File: src/rtl/rtc_alrm_sched_pkg.sv
// Shared types and defaults for the RTC alarm-slot scheduler.
package rtc_alrm_sched_pkg;

    localparam int unsigned RTC_CNT_WIDTH      = 32;
    localparam int unsigned RTC_SCHED_NUM_SLOT = 4;

    typedef enum logic [2:0] {
        IDLE,
        SCAN,
        PROG,
        ARMED,
        HIT
    } sched_state_e;

    typedef struct packed {
        logic                     pend;
        logic [RTC_CNT_WIDTH-1:0] tgt;
    } slot_t;

endpackage

File: src/rtl/rtc_alrm_sel.sv
// Sequential minimum-distance selector: one candidate per cycle, ties keep the earlier one.
module rtc_alrm_sel
    import rtc_alrm_sched_pkg::*;
#(
    parameter int unsigned CNT_WIDTH = RTC_CNT_WIDTH
) (
    input  logic                 clk,
    input  logic                 rst,
    input  logic                 en,
    input  logic                 first,
    input  logic                 cand_vld,
    input  logic [CNT_WIDTH-1:0] cand_dist,
    input  logic [CNT_WIDTH-1:0] cand_time,
    output logic [CNT_WIDTH-1:0] best_time
);

    logic                 best_vld;
    logic [CNT_WIDTH-1:0] best_dist;
    logic                 take;

    // Strictly-smaller distance replaces the current best, so lower indices win ties.
    always_comb begin
        take = cand_vld && (first || !best_vld || (cand_dist < best_dist));
    end

    // Best-candidate registers; the first scan step discards any previous result.
    always_ff @(posedge clk or posedge rst) begin
        if (rst) begin
            best_vld  <= 1'b0;
            best_dist <= '0;
            best_time <= '0;
        end else if (en) begin
            if (take) begin
                best_vld  <= 1'b1;
                best_dist <= cand_dist;
                best_time <= cand_time;
            end else if (first) begin
                best_vld  <= 1'b0;
            end
        end
    end

endmodule

File: src/rtl/rtc_alrm_sched.sv
// Multiplexes NUM_SLOT software alarm slots onto the single RTC alarm comparator.
module rtc_alrm_sched
    import rtc_alrm_sched_pkg::*;
#(
    parameter int unsigned NUM_SLOT  = RTC_SCHED_NUM_SLOT,
    parameter int unsigned CNT_WIDTH = RTC_CNT_WIDTH
) (
    input  logic                        rtc_clk_i,
    input  logic                        rtc_rst_i,
    input  logic [CNT_WIDTH-1:0]        cnt_i,
    input  logic                        set_valid_i,
    output logic                        set_ready_o,
    input  logic [$clog2(NUM_SLOT)-1:0] set_id_i,
    input  logic [CNT_WIDTH-1:0]        set_time_i,
    input  logic                        cancel_i,
    input  logic [$clog2(NUM_SLOT)-1:0] cancel_id_i,
    output logic [CNT_WIDTH-1:0]        alrm_o,
    output logic                        alrm_wr_o,
    output logic                        alrm_vld_o,
    output logic [NUM_SLOT-1:0]         pend_o,
    output logic [NUM_SLOT-1:0]         hit_o,
    input  logic [NUM_SLOT-1:0]         hit_clr_i,
    output logic                        irq_o
);

    localparam int unsigned IW = $clog2(NUM_SLOT);

    sched_state_e         state, state_nxt;
    logic [NUM_SLOT-1:0]  pend;
    logic [CNT_WIDTH-1:0] slot_time [NUM_SLOT];
    logic [IW-1:0]        scan_idx;
    logic                 scan_last;
    logic [CNT_WIDTH-1:0] alrm_q;
    logic                 alrm_vld_q;
    logic [NUM_SLOT-1:0]  hit_sts;
    logic [NUM_SLOT-1:0]  hit_vec;
    logic                 do_set, do_cancel;
    logic [CNT_WIDTH-1:0] cand_time, cand_dist, best_time;

    assign scan_last = (scan_idx == IW'(NUM_SLOT - 1));
    assign cand_time = slot_time[scan_idx];
    assign cand_dist = cand_time - cnt_i;
    assign do_set    = set_valid_i && set_ready_o;
    assign do_cancel = cancel_i && set_ready_o && !set_valid_i;

    // While PROG strobes, alrm_o shows the freshly selected value so the write carries it.
    assign alrm_o     = (state == PROG) ? best_time : alrm_q;
    assign alrm_vld_o = alrm_vld_q;
    assign pend_o     = pend;
    assign hit_o      = hit_vec;
    assign irq_o      = |hit_sts;

    rtc_alrm_sel #(
        .CNT_WIDTH (CNT_WIDTH)
    ) u_sel (
        .clk       (rtc_clk_i),
        .rst       (rtc_rst_i),
        .en        (state == SCAN),
        .first     (scan_idx == '0),
        .cand_vld  (pend[scan_idx]),
        .cand_dist (cand_dist),
        .cand_time (cand_time),
        .best_time (best_time)
    );

    // State register.
    always_ff @(posedge rtc_clk_i or posedge rtc_rst_i) begin
        if (rtc_rst_i) state <= IDLE;
        else           state <= state_nxt;
    end

    // Next-state decode plus handshake and write strobe.
    always_comb begin
        state_nxt   = state;
        set_ready_o = 1'b0;
        alrm_wr_o   = 1'b0;
        case (state)
            IDLE: begin
                set_ready_o = 1'b1;
                if (set_valid_i || cancel_i) state_nxt = SCAN;
            end
            SCAN: begin
                if (scan_last) state_nxt = (|pend) ? PROG : IDLE;
            end
            PROG: begin
                alrm_wr_o = 1'b1;
                state_nxt = ARMED;
            end
            ARMED: begin
                set_ready_o = 1'b1;
                if (set_valid_i || cancel_i) state_nxt = SCAN;
                else if (cnt_i == alrm_q)    state_nxt = HIT;
            end
            HIT:     state_nxt = SCAN;
            default: state_nxt = IDLE;
        endcase
    end

    // Every pending slot sharing the matched target fires together.
    always_comb begin
        hit_vec = '0;
        for (int unsigned i = 0; i < NUM_SLOT; i++) begin
            hit_vec[i] = (state == HIT) && pend[i] && (slot_time[i] == alrm_q);
        end
    end

    // Slot table, scan pointer, armed alarm and sticky hit status.
    always_ff @(posedge rtc_clk_i or posedge rtc_rst_i) begin
        if (rtc_rst_i) begin
            pend       <= '0;
            for (int unsigned i = 0; i < NUM_SLOT; i++) slot_time[i] <= '0;
            scan_idx   <= '0;
            alrm_q     <= '0;
            alrm_vld_q <= 1'b0;
            hit_sts    <= '0;
        end else begin
            if (do_set) begin
                slot_time[set_id_i] <= set_time_i;
                pend[set_id_i]      <= 1'b1;
            end else if (do_cancel) begin
                pend[cancel_id_i]   <= 1'b0;
            end else if (state == HIT) begin
                pend <= pend & ~hit_vec;
            end

            scan_idx <= (state == SCAN && !scan_last) ? scan_idx + 1'b1 : '0;

            if (state == PROG) begin
                alrm_q     <= best_time;
                alrm_vld_q <= 1'b1;
            end else if (do_set || do_cancel || state == HIT) begin
                alrm_vld_q <= 1'b0;
            end

            hit_sts <= (hit_sts & ~hit_clr_i) | hit_vec;
        end
    end

endmodule

File: config.mk
export PLATFORM = sky130hd
export DESIGN_NAME = rtc_alrm_sched
export DESIGN_NICKNAME = d
export VERILOG_FILES = /design/src/rtl/rtc_alrm_sched_pkg.sv /design/src/rtl/rtc_alrm_sel.sv /design/src/rtl/rtc_alrm_sched.sv
export SDC_FILE = /design/constraint.sdc
export NUM_CORES = 1
export LEC_CHECK = 0
export CAP_MARGIN = 40
export CORE_ASPECT_RATIO = 0.5
export CORE_MARGIN = 8
export CORE_UTILIZATION = 33
export DETAILED_ROUTE_END_ITERATION = 10
export HOLD_SLACK_MARGIN = 0.06
export PLACE_DENSITY = 0.62
export SLEW_MARGIN = 20
export SYNTH_ARGS = -nofsm -noshare
export SYNTH_HDL_FRONTEND = slang
export SYNTH_SLANG_ARGS = --single-unit
File: constraint.sdc
create_clock -name rtc_clk_i -period 11.88 [get_ports rtc_clk_i]
set_input_delay 3.564 -clock rtc_clk_i [delete_from_list [all_inputs] [get_ports rtc_clk_i]]
set_output_delay 3.564 -clock rtc_clk_i [all_outputs]
set_load 0.005 [all_outputs]
==> results.toml, run 1 <==
[status]
outcome = "complete, no violations"

[worst_setup_path]
cp_data_required_time_ps = 12320
critPathMaxFanout = 20
critPathTopFamily = "compound AO/OA/AOI/OAI gates"
crit_buf_inv = 3
crit_path_end_kind = "register"
critPathKind = "input pin to register"
regToRegSetupSlack_ps = 5070
rr_endpoint = "u_sel.best_time[13]"
start_kind = "input pin"
max_stage_delay_ps = 690
arrival_ps = 8930
crit_chain = "clkdlybuf4s50_1 -> inv_1 -> ha_1 -> o211ai_1 -> a21oi_1 -> o31ai_1 -> a21oi_1 -> a211oi_1 -> a21boi_0 -> nor2_1 -> ha_1 -> a21o_1 -> a21o_1 -> a211oi_1 -> o31ai_1 -> o311a_4 -> nor2_4 -> buf_4 -> mux2_2"
critPathLaunch = "cnt_i[2]"
crit_slowest_cell = "o31ai_1"
r2r_cells = 18
rr_startpoint = "scan_idx[0]"

[timing]
worstMarginPinSlew_ps = 1050
finalHoldViolCount = 0
slew_headroom_pct = 29.6
clock.fmax_mhz = 118
setup_tns_ps = 0
setup_ws_ps = 3390
setup_viol = 0
rsz0062_at_grt = "no"
maxSlewViolCount = 0
skew_ps = 27.3
period_share_pct = 71.5
period_needed_ps = 8490

[global_routing]
track_usage_pct = 16.4
grt_util_met1_pct = 21.7
grt_pass1_wl_um = 65000
grt.met3_usage_pct = 2.96
grt_pass1_vias = 10300
grt.busiest_layer = "met2"
use_met2_pct = 27.0
antenna_found_initial = 2
grt-ovfl-total = 0
grt_max_degree = 101

[placed_design]
place_area_sq_um = 16200
dp_hpwl_um = 33200
place_inst = 1924
dp_slack_ps = 2860
place_congestion = 0.891
io_buffers = 119

[cells_and_area]
final_util_pct = 39.6
final-instance-count-excl-fill = 1975
final_area_sq_um = 17200
drive_gt1_share_pct = 22.7
synthToLayoutAreaGrowth_pct = 19.1
layout.nets = 1506

[hold_path]
hold_end = "hit_sts[2]"
hp-class = "register to register"
holdCritStartpoint = "hit_sts[2]"
min_path_cells = 1

[synthesis]
syn_area_sq_um = 14400
synth_edf_count = 0
async_flop_share_pct = 100
ys_ff_latch = 239
synth.top_cell.area_share_pct = 41.5
ys_types = 67
ys_warn_count = 0
avgSynthCellArea_sq_um = 11.3
yosys_most_used_dff = "dfrtp_1"
synth_cells = 1273
seq_area_frac_synth_pct = 41.5
syn-num-nets = 1414
synth.area.top_cells = "dfrtp_1 (42%), mux2_2 (16%), xnor2_1 (6.3%)"
yosys.area.top_type = "dfrtp_1"

[routing]
vias = 10300
avgRoutedWirePerCell_um = 21.8
drtIter0Drc = 745
dr.pass1.iters = 5
ant_nets = 0
routed_via_density = 5.20
drc_errors = 0
wl_um = 43100

[cts]
post-cts-setup-buffer-count = 0
clock_sinks = 239
cts_resized = 0
cts_root_buf = "clkbuf_16"
max-clock-path-buffers = 3
worstSkewPairLatency_ps = 570
cts.clk_slew.worst_paths_ps = 60
cts_max_level = 1
cts_tree = "built"
cts_hold_buf = 0
cts_buffers = 27

[pwr]
ir_worst_vdd_uv = 138
p_leak_nw = 7.41
power_density_nw_per_um2 = 359

[job]
drv_cap = 0

[die]
core-area_sq_um = 43300
start_util_pct = 33.2
fp-row-count = 54
die_h_um = 164
io_pins = 120
floorplan.die.width_um = 311
dieArea_sq_um = 51000
==> worst max path at each step <==
stage,cells past startpoint,slack [ps],to
finish,19,3390,u_sel.best_time[13]
global route,19,3090,u_sel.best_time[13]
CTS,19,3440,u_sel.best_time[13]
detailed placement,19,2860,u_sel.best_time[18]
global placement,19,2460,u_sel.best_time[27]
floorplan,1,1760,alrm_q[0]
==> layout make-up <==
type                            instances  area (sq um)
Timing Repair Buffer                  136          1380
Sequential cell                       239          5980
Multi-Input combinational cell        865          7760
Antenna cell                            2          5.00
Clock inverter                         10           143
Inverter                               96           368
Tap cell                              588           736
Clock buffer                           39           781
Fill cell                            4119         26200
==> worst reg2reg max path, stage by stage (launching register included) <==
cell and delay (ps):
dfrtp_2 680, buf_4 530, mux4_2 670, ha_1 380, a21o_1 240, o31ai_1 700, a21oi_1 140, a211oi_1 390
a21boi_0 210, nor2_1 170, ha_1 270, a21o_1 190, a21o_1 170, a211oi_1 260, o31ai_1 130, o311a_4 380
nor2_4 380, buf_4 410, mux2_2 390
==> stage by stage <==
step | power, W | hold WS, ps
after detailed placement | 0.00528 | 464
final | 0.00616 | 474
after global routing | 0.00661 | 499
after CTS | 0.00617 | 477
after global placement | 0.00520 | 458
after floorplan | 0.00418 | 442
==> layer usage <==
layer | vias to the layer above | part of all wire (%)
li1 | 4721 | -
met1 | 5183 | 44
met2 | 279 | 47
met3 | 80 | 5.5
met4 | 2 | 3.8
met5 | - | 0.019
==> state kept, by name, summed over array words and instances (netlist names) <==
| signal | cells |
|---|---|
| u_sel.best_time | 32 |
| scan_idx | 2 |
| u_sel.best_vld | 1 |
| alrm_vld_o | 1 |
| slot_time | 128 |
| state | 3 |
| alrm_q | 32 |
| u_sel.best_dist | 32 |
| pend_o | 4 |
| hit_sts | 4 |
==> cell usage after synthesis, types with 13 or more instances <==
cell type    n
mux4_2      33
xor2_1      73
nand4_1     36
nor4_1      23
o21ai_0     37
nand3_1     13
xnor2_1    103
dfrtp_1    239
inv_1       96
nor2_1      36
a21o_1      20
nand2_1     41
a21oi_1     46
mux2_2     207
buf_2       14
ha_1        64
nor3_1      21
clkbuf_1    50
==> power breakdown <==
part	switching (W)	total, W	internal, W	leakage [nW]
combinational	0.00191	0.00366	0.00175	4.01
clock	0.000352	0.000874	0.000522	0.455
sequential	0.000412	0.00163	0.00122	2.95
total	0.00267	0.00616	0.00349	7.41
==> placed cells by master (no fill, tap or decap), types with 5 or more instances in the layout <==
cell type / Yosys / final
a31oi_1: 5 / 5
clkbuf_1: 50 / 6
xor2_1: 73 / 73
o31ai_1: 8 / 8
nand2_1: 41 / 41
o21bai_1: 7 / 7
xnor2_1: 103 / 103
o211ai_1: 5 / 5
nor4_1: 23 / 23
o21ai_0: 37 / 37
nand3_1: 13 / 13
nor3_1: 21 / 21
nand4_1: 36 / 36
clkbuf_8: 0 / 6
ha_1: 64 / 64
clkdlybuf4s50_1: 0 / 119
mux2_2: 207 / 207
inv_1: 96 / 95
mux4_2: 33 / 33
clkbuf_16: 0 / 27
dfrtp_1: 239 / 238
a211oi_1: 6 / 6
buf_4: 5 / 12
a21oi_1: 46 / 46
clkinv_2: 0 / 5
o21a_1: 8 / 8
nor2b_1: 5 / 5
nor2_1: 36 / 36
a21o_1: 20 / 20
==> cells by family (layout without fill, tap and decap cells) <==
family | count (synthesis) | in the layout | share of synthesized area (%)
muxes | 243 | 243 | 21.6
xor gates and xnor gates | 176 | 176 | 10.7
buffers and inverters | 169 | 281 | 4.67
DFF | 239 | 239 | 41.5
adders and majority gates | 65 | 65 | 5.70
AOI/OAI and AO/OA | 172 | 172 | 7.98
other | 0 | 2 | 0
and+or+nand+nor | 209 | 209 | 7.84
(Power assumes the default switching activity.)
==> run 2, diff against run 1 <==
--- a/config.mk
+++ b/config.mk
@@ -11,7 +11,7 @@
 export CORE_UTILIZATION = 33
 export DETAILED_ROUTE_END_ITERATION = 10
 export HOLD_SLACK_MARGIN = 0.06
-export PLACE_DENSITY = 0.62
+export PLACE_DENSITY = 0.64
 export SLEW_MARGIN = 20
 export SYNTH_ARGS = -nofsm -noshare
 export SYNTH_HDL_FRONTEND = slang
==> constraint.sdc (replaced) <==
create_clock -name rtc_clk_i -period 7.42 [get_ports rtc_clk_i]
set_input_delay 2.226 -clock rtc_clk_i [delete_from_list [all_inputs] [get_ports rtc_clk_i]]
set_output_delay 2.226 -clock rtc_clk_i [all_outputs]
set_load 0.005 [all_outputs]
==> run 2 against run 1 <==
Sequential share of layout area hardly changed. Clock skew is 3.3 ps lower. Wire length is 1.4% lower. Non-clock buffer count is 5 higher. Die area stayed put. Critical path depth is 1 higher. Clock power is 51% higher. Combinational power is 61% higher. Critical endpoint is now u_sel.best_dist[12].
==> results.toml, run 2 (synthesis results as in run 1) <==
[status]
outcome = "complete, no violations"

[timing]
setup_tns_ps = 0
period_needed_ps = 6620
finalHoldViolCount = 0
setup_viol = 0
maxSlewViolCount = 0
clock.fmax_mhz = 151
worstMarginPinSlew_ps = 874
rsz0062_at_grt = "no"
slew_headroom_pct = 41.7
skew_ps = 24.0
period_share_pct = 89.2
setup_ws_ps = 803

[routing]
routed_via_density = 5.23
drc_errors = 0
drtIter0Drc = 744
avgRoutedWirePerCell_um = 21.5
dr.pass1.iters = 5
ant_nets = 0
vias = 10300
wl_um = 42500

[worst_setup_path]
critPathKind = "input pin to register"
critPathMaxFanout = 25
max_stage_delay_ps = 530
rr_endpoint = "u_sel.best_dist[12]"
start_kind = "input pin"
crit_slowest_cell = "clkdlybuf4s50_1"
critPathTopFamily = "compound AO/OA/AOI/OAI gates"
rr_startpoint = "scan_idx[0]"
crit_chain = "clkdlybuf4s50_1 -> inv_1 -> ha_1 -> o211ai_1 -> a21oi_1 -> o31ai_1 -> buf_4 -> a21oi_1 -> a211oi_1 -> a21boi_0 -> nor2_1 -> ha_1 -> a21o_1 -> a21o_1 -> a211oi_1 -> o31ai_1 -> o311a_4 -> nor2_4 -> buf_4 -> mux2_2"
crit_path_end_kind = "register"
arrival_ps = 7050
cp_data_required_time_ps = 7850
crit_buf_inv = 4
regToRegSetupSlack_ps = 1690
r2r_cells = 20

[cells_and_area]
antenna_cells = 0
multi_input_area_sq_um = 7760
layout_common_cells = "dfrtp_1 (238), mux2_2 (207), clkdlybuf4s50_1 (119)"
synthToLayoutAreaGrowth_pct = 19.1
final_common_cell = "dfrtp_1"
regArea_sq_um = 5980
largest_reg_flops = 128
top_register = "slot_time"
final_area_sq_um = 17100
layout.nets = 1510
drive_gt1_share_pct = 23.1
num-fill-cells = 4192

[global_routing]
grt_max_degree = 139
track_usage_pct = 16.2
grt.busiest_layer = "met2"
grt-ovfl-total = 0
grt.met3_usage_pct = 2.86
use_met2_pct = 27.4
grt_pass1_wl_um = 64600
antenna_found_initial = 0
grt_pass1_vias = 10400
grt_util_met1_pct = 21.4

[die]
io_pins = 120
start_util_pct = 33.2
floorplan.die.width_um = 311
die_h_um = 164
dieArea_sq_um = 51000
core-area_sq_um = 43300
fp-row-count = 54

[cts]
cts_resized = 0
cts_tree = "built"
post-cts-setup-buffer-count = 0
cts_root_buf = "clkbuf_16"
max-clock-path-buffers = 3
cts_buffers = 26
worstSkewPairLatency_ps = 560
clock_sinks = 239
cts.clk_slew.worst_paths_ps = 60
cts_max_level = 1
cts_hold_buf = 0

[pwr]
p_leak_nw = 7.41
ir_worst_vdd_uv = 323
pwr-share-clk_pct = 13.4
p_sw_share_pct = 43.5
switching_power_w = 0.00427
combPwrFrac_pct = 60.0
p_int_w = 0.00554
pwr-share-seq_pct = 26.5
power_density_nw_per_um2 = 572

[placed_design]
dp_hpwl_um = 32700
place_area_sq_um = 16300
io_buffers = 119
dp_slack_ps = 309
place_congestion = 0.881

[job]
drv_cap = 0

[hold_path]
hold_end = "hit_sts[1]"
holdCritStartpoint = "hit_sts[1]"
hp-class = "register to register"
min_path_cells = 1
-- run 2: how the worst max path moves through the flow --
stage          startpoint  slack [ps]  depth (start not counted)                  end
6_report         cnt_i[2]         800                         20  u_sel.best_dist[12]
3_3_place_gp     cnt_i[2]         350                         20  u_sel.best_time[18]
5_1_grt          cnt_i[2]         470                         20  u_sel.best_dist[11]
3_5_place_dp     cnt_i[8]         310                         19  u_sel.best_dist[12]
2_1_floorplan    cnt_i[2]        1400                         18  u_sel.best_time[11]
4_1_cts          cnt_i[8]         870                         19   u_sel.best_dist[3]
-- run 2: layer usage --
| metal | vias up | wire length, um |
|---|---|---|
| met4 | 0 | 1230 |
| met1 | 5262 | 18500 |
| met2 | 283 | 20400 |
| li1 | 4720 | - |
| met5 | - | 0 |
| met3 | 62 | 2280 |
-- run 2: power groups by stage --
stage | Clock [W] | Combinational [W] | Sequential [W]
floorplan | 0 | 0.00442 | 0.00228
global placement | 0 | 0.00581 | 0.00258
detailed placement | 0 | 0.00585 | 0.00261
CTS | 0.00135 | 0.00588 | 0.00258
global route | 0.00140 | 0.00643 | 0.00268
finish | 0.00132 | 0.00589 | 0.00260
-- run 2: final cells by class --
type,instances,area share [%]
multi-input combinational,865,45.3
sequential,239,34.9
timing repair buffer,141,8.29
clock buffer,41,4.82
tap,588,4.29
inverter,96,2.12
clock inverter,6,0.321
-- run 2: per-stage QoR --
step,total power (W),util (%),hold slack (ps),instances
after floorplan,0.00670,-,442,1273
after global placement,0.00839,37.4,460,1923
after detailed placement,0.00846,37.5,470,1927
after CTS,0.00981,39.6,484,1974
after global routing,0.0105,39.6,504,1976
final,0.00980,39.6,477,1976
==> run 3, diff against run 2 <==
--- a/config.mk
+++ b/config.mk
@@ -7,7 +7,6 @@
 export LEC_CHECK = 0
 export CAP_MARGIN = 40
 export CORE_ASPECT_RATIO = 0.5
-export CORE_MARGIN = 8
 export CORE_UTILIZATION = 33
 export DETAILED_ROUTE_END_ITERATION = 10
 export HOLD_SLACK_MARGIN = 0.06
==> run 3 against run 2 <==
Non-clock buffer count is 8 higher. Via count shrank 0.58%. Die area fell by 13%. Worst hold slack worse by 2.3 ps. Maximum frequency fell by 0.96%. First-iteration DRC count up 13%. Clock skew rose by 11 ps.
==> results.toml, run 3 (synthesis results as in run 1) <==
[cts]
worstSkewPairLatency_ps = 580
post-cts-setup-buffer-count = 0
cts_tree = "built"
cts_buffers = 26
cts_resized = 0
cts_max_level = 1
cts.clk_slew.worst_paths_ps = 60
max-clock-path-buffers = 3
cts_hold_buf = 0
cts_root_buf = "clkbuf_16"
clock_sinks = 239

[cells_and_area]
layout_common_cells = "dfrtp_1 (238), mux2_2 (207), clkdlybuf4s50_1 (119)"
final-instance-count-excl-fill = 1967
layout.nets = 1518
final_common_cell = "dfrtp_1"
antenna_cells = 0
synthToLayoutAreaGrowth_pct = 19.0
top_register = "slot_time"
drive_gt1_share_pct = 23.1
num-fill-cells = 4054
largest_reg_flops = 128

[pwr]
p_sw_share_pct = 43.7
combPwrFrac_pct = 60.5
pwr-share-clk_pct = 12.7
pwr-share-seq_pct = 26.8
switching_power_w = 0.00430
power_density_nw_per_um2 = 574
ir_worst_vdd_uv = 207
p_leak_nw = 7.41
finalPower_w = 0.00983
p_int_w = 0.00554

[die]
start_util_pct = 33.9
die_h_um = 150
fp-row-count = 53
floorplan.die.width_um = 297
core-area_sq_um = 42500
dieArea_sq_um = 44500
io_pins = 120

[timing]
setup_tns_ps = 0
clock.fmax_mhz = 150
period_share_pct = 90.0
skew_ps = 34.9
setup_viol = 0
rsz0062_at_grt = "no"
maxSlewViolCount = 0
slew_headroom_pct = 48.2
worstMarginPinSlew_ps = 770
period_needed_ps = 6680
finalHoldViolCount = 0

[routing]
ant_nets = 0
routed_via_density = 5.22
wl_um = 42300
drc_errors = 0
vias = 10300
drtIter0Drc = 838
avgRoutedWirePerCell_um = 21.5
dr.pass1.iters = 5

[global_routing]
grt_pass1_vias = 10500
grt_pass1_wl_um = 65000
grt-ovfl-total = 0
antenna_found_initial = 0
track_usage_pct = 19.2
grt_max_degree = 96

[hold_path]
hp-class = "register to register"
holdCritStartpoint = "hit_sts[2]"
hold_end = "hit_sts[2]"
min_path_cells = 1

[worst_setup_path]
crit_chain = "clkdlybuf4s50_1 -> inv_1 -> ha_1 -> nand4_1 -> a2111oi_1 -> nand2_1 -> a21oi_1 -> a211oi_1 -> buf_4 -> a21boi_0 -> nor2_1 -> ha_1 -> a21o_1 -> a21o_1 -> a211oi_1 -> o31ai_1 -> o311a_4 -> nor2_4 -> buf_12 -> mux2_2"
crit_path_end_kind = "register"
arrival_ps = 7110
rr_startpoint = "scan_idx[0]"
regToRegSetupSlack_ps = 1280
cp_data_required_time_ps = 7850
rr_endpoint = "u_sel.best_dist[20]"
critPathKind = "input pin to register"
crit_slowest_cell = "a2111oi_1"
r2r_cells = 20
max_stage_delay_ps = 540
start_kind = "input pin"
critPathMaxFanout = 25

[status]
outcome = "complete, no violations"

[job]
drv_cap = 0

[placed_design]
place_inst = 1925
dp_hpwl_um = 32900
io_buffers = 119
place_congestion = 0.906
==> run 3: cell types whose count changed in the layout (fill, tap and decap cells not counted), sizes merged <==
| cell | change |
|---|---|
| buf | +8 |
| clkbuf | -8 |
| bufinv | +1 |
| clkdlybuf4s18 | +1 |
| clkinv | -1 |
| inv | +1 |
==> run 3: worst max-delay path by stage <==
stage | from | endpoint | slack (ps) | cells past startpoint
global placement | cnt_i[8] | u_sel.best_time[18] | 230 | 21
finish | cnt_i[18] | u_sel.best_dist[20] | 740 | 20
floorplan | cnt_i[2] | u_sel.best_time[11] | 1400 | 18
CTS | cnt_i[8] | u_sel.best_dist[20] | 750 | 21
detailed placement | cnt_i[8] | u_sel.best_dist[16] | 210 | 21
global route | cnt_i[8] | u_sel.best_dist[20] | 430 | 21
==> run 3: stage by stage <==
step                      util (%)  setup slack, ps  hold WS (ps)  cell area, sq um
after floorplan                  -             1400           442             14400
after global placement        38.2              234           460             16300
after detailed placement      38.4              207           467             16300
after CTS                     40.3              754           480             17100
after global routing          40.3              430           497             17100
final                         40.3              739           474             17100
==> run 3: critical path: cells and delay by family <==
family / cells / cell delay, ps
mux: 1 / 350
simple gates: 4 / 750
compound gates: 9 / 2040
fa+ha+maj: 2 / 760
buf+inv: 4 / 940
==> run 3: cell type report <==
| class | count | area, sq um | area share (%) |
|---|---|---|---|
| Inverter | 96 | 364 | 2.13 |
| Clock buffer | 34 | 711 | 4.15 |
| Timing Repair Buffer | 149 | 1500 | 8.74 |
| Clock inverter | 7 | 92.6 | 0.541 |
| Sequential cell | 239 | 5980 | 34.9 |
| Tap cell | 577 | 722 | 4.21 |
| Multi-Input combinational cell | 865 | 7760 | 45.3 |
==> run 3: per-layer routing <==
layer / share of wire [%] / global-route usage (%) / vias to the layer above
li1: - / - / 4734
met1: 45 / 25.7 / 5195
met2: 46 / 31.4 / 264
met3: 5.3 / 3.35 / 74
met4: 3.7 / 6.80 / 0
met5: 0 / 0 / -
==> run 3: power groups by stage <==
stage,sequential [W],clock [W],combinational [W]
3_3_place_gp,0.00262,0,0.00585
2_1_floorplan,0.00228,0,0.00442
5_1_grt,0.00271,0.00133,0.00653
3_5_place_dp,0.00263,0,0.00590
6_report,0.00263,0.00125,0.00595
4_1_cts,0.00262,0.00127,0.00594
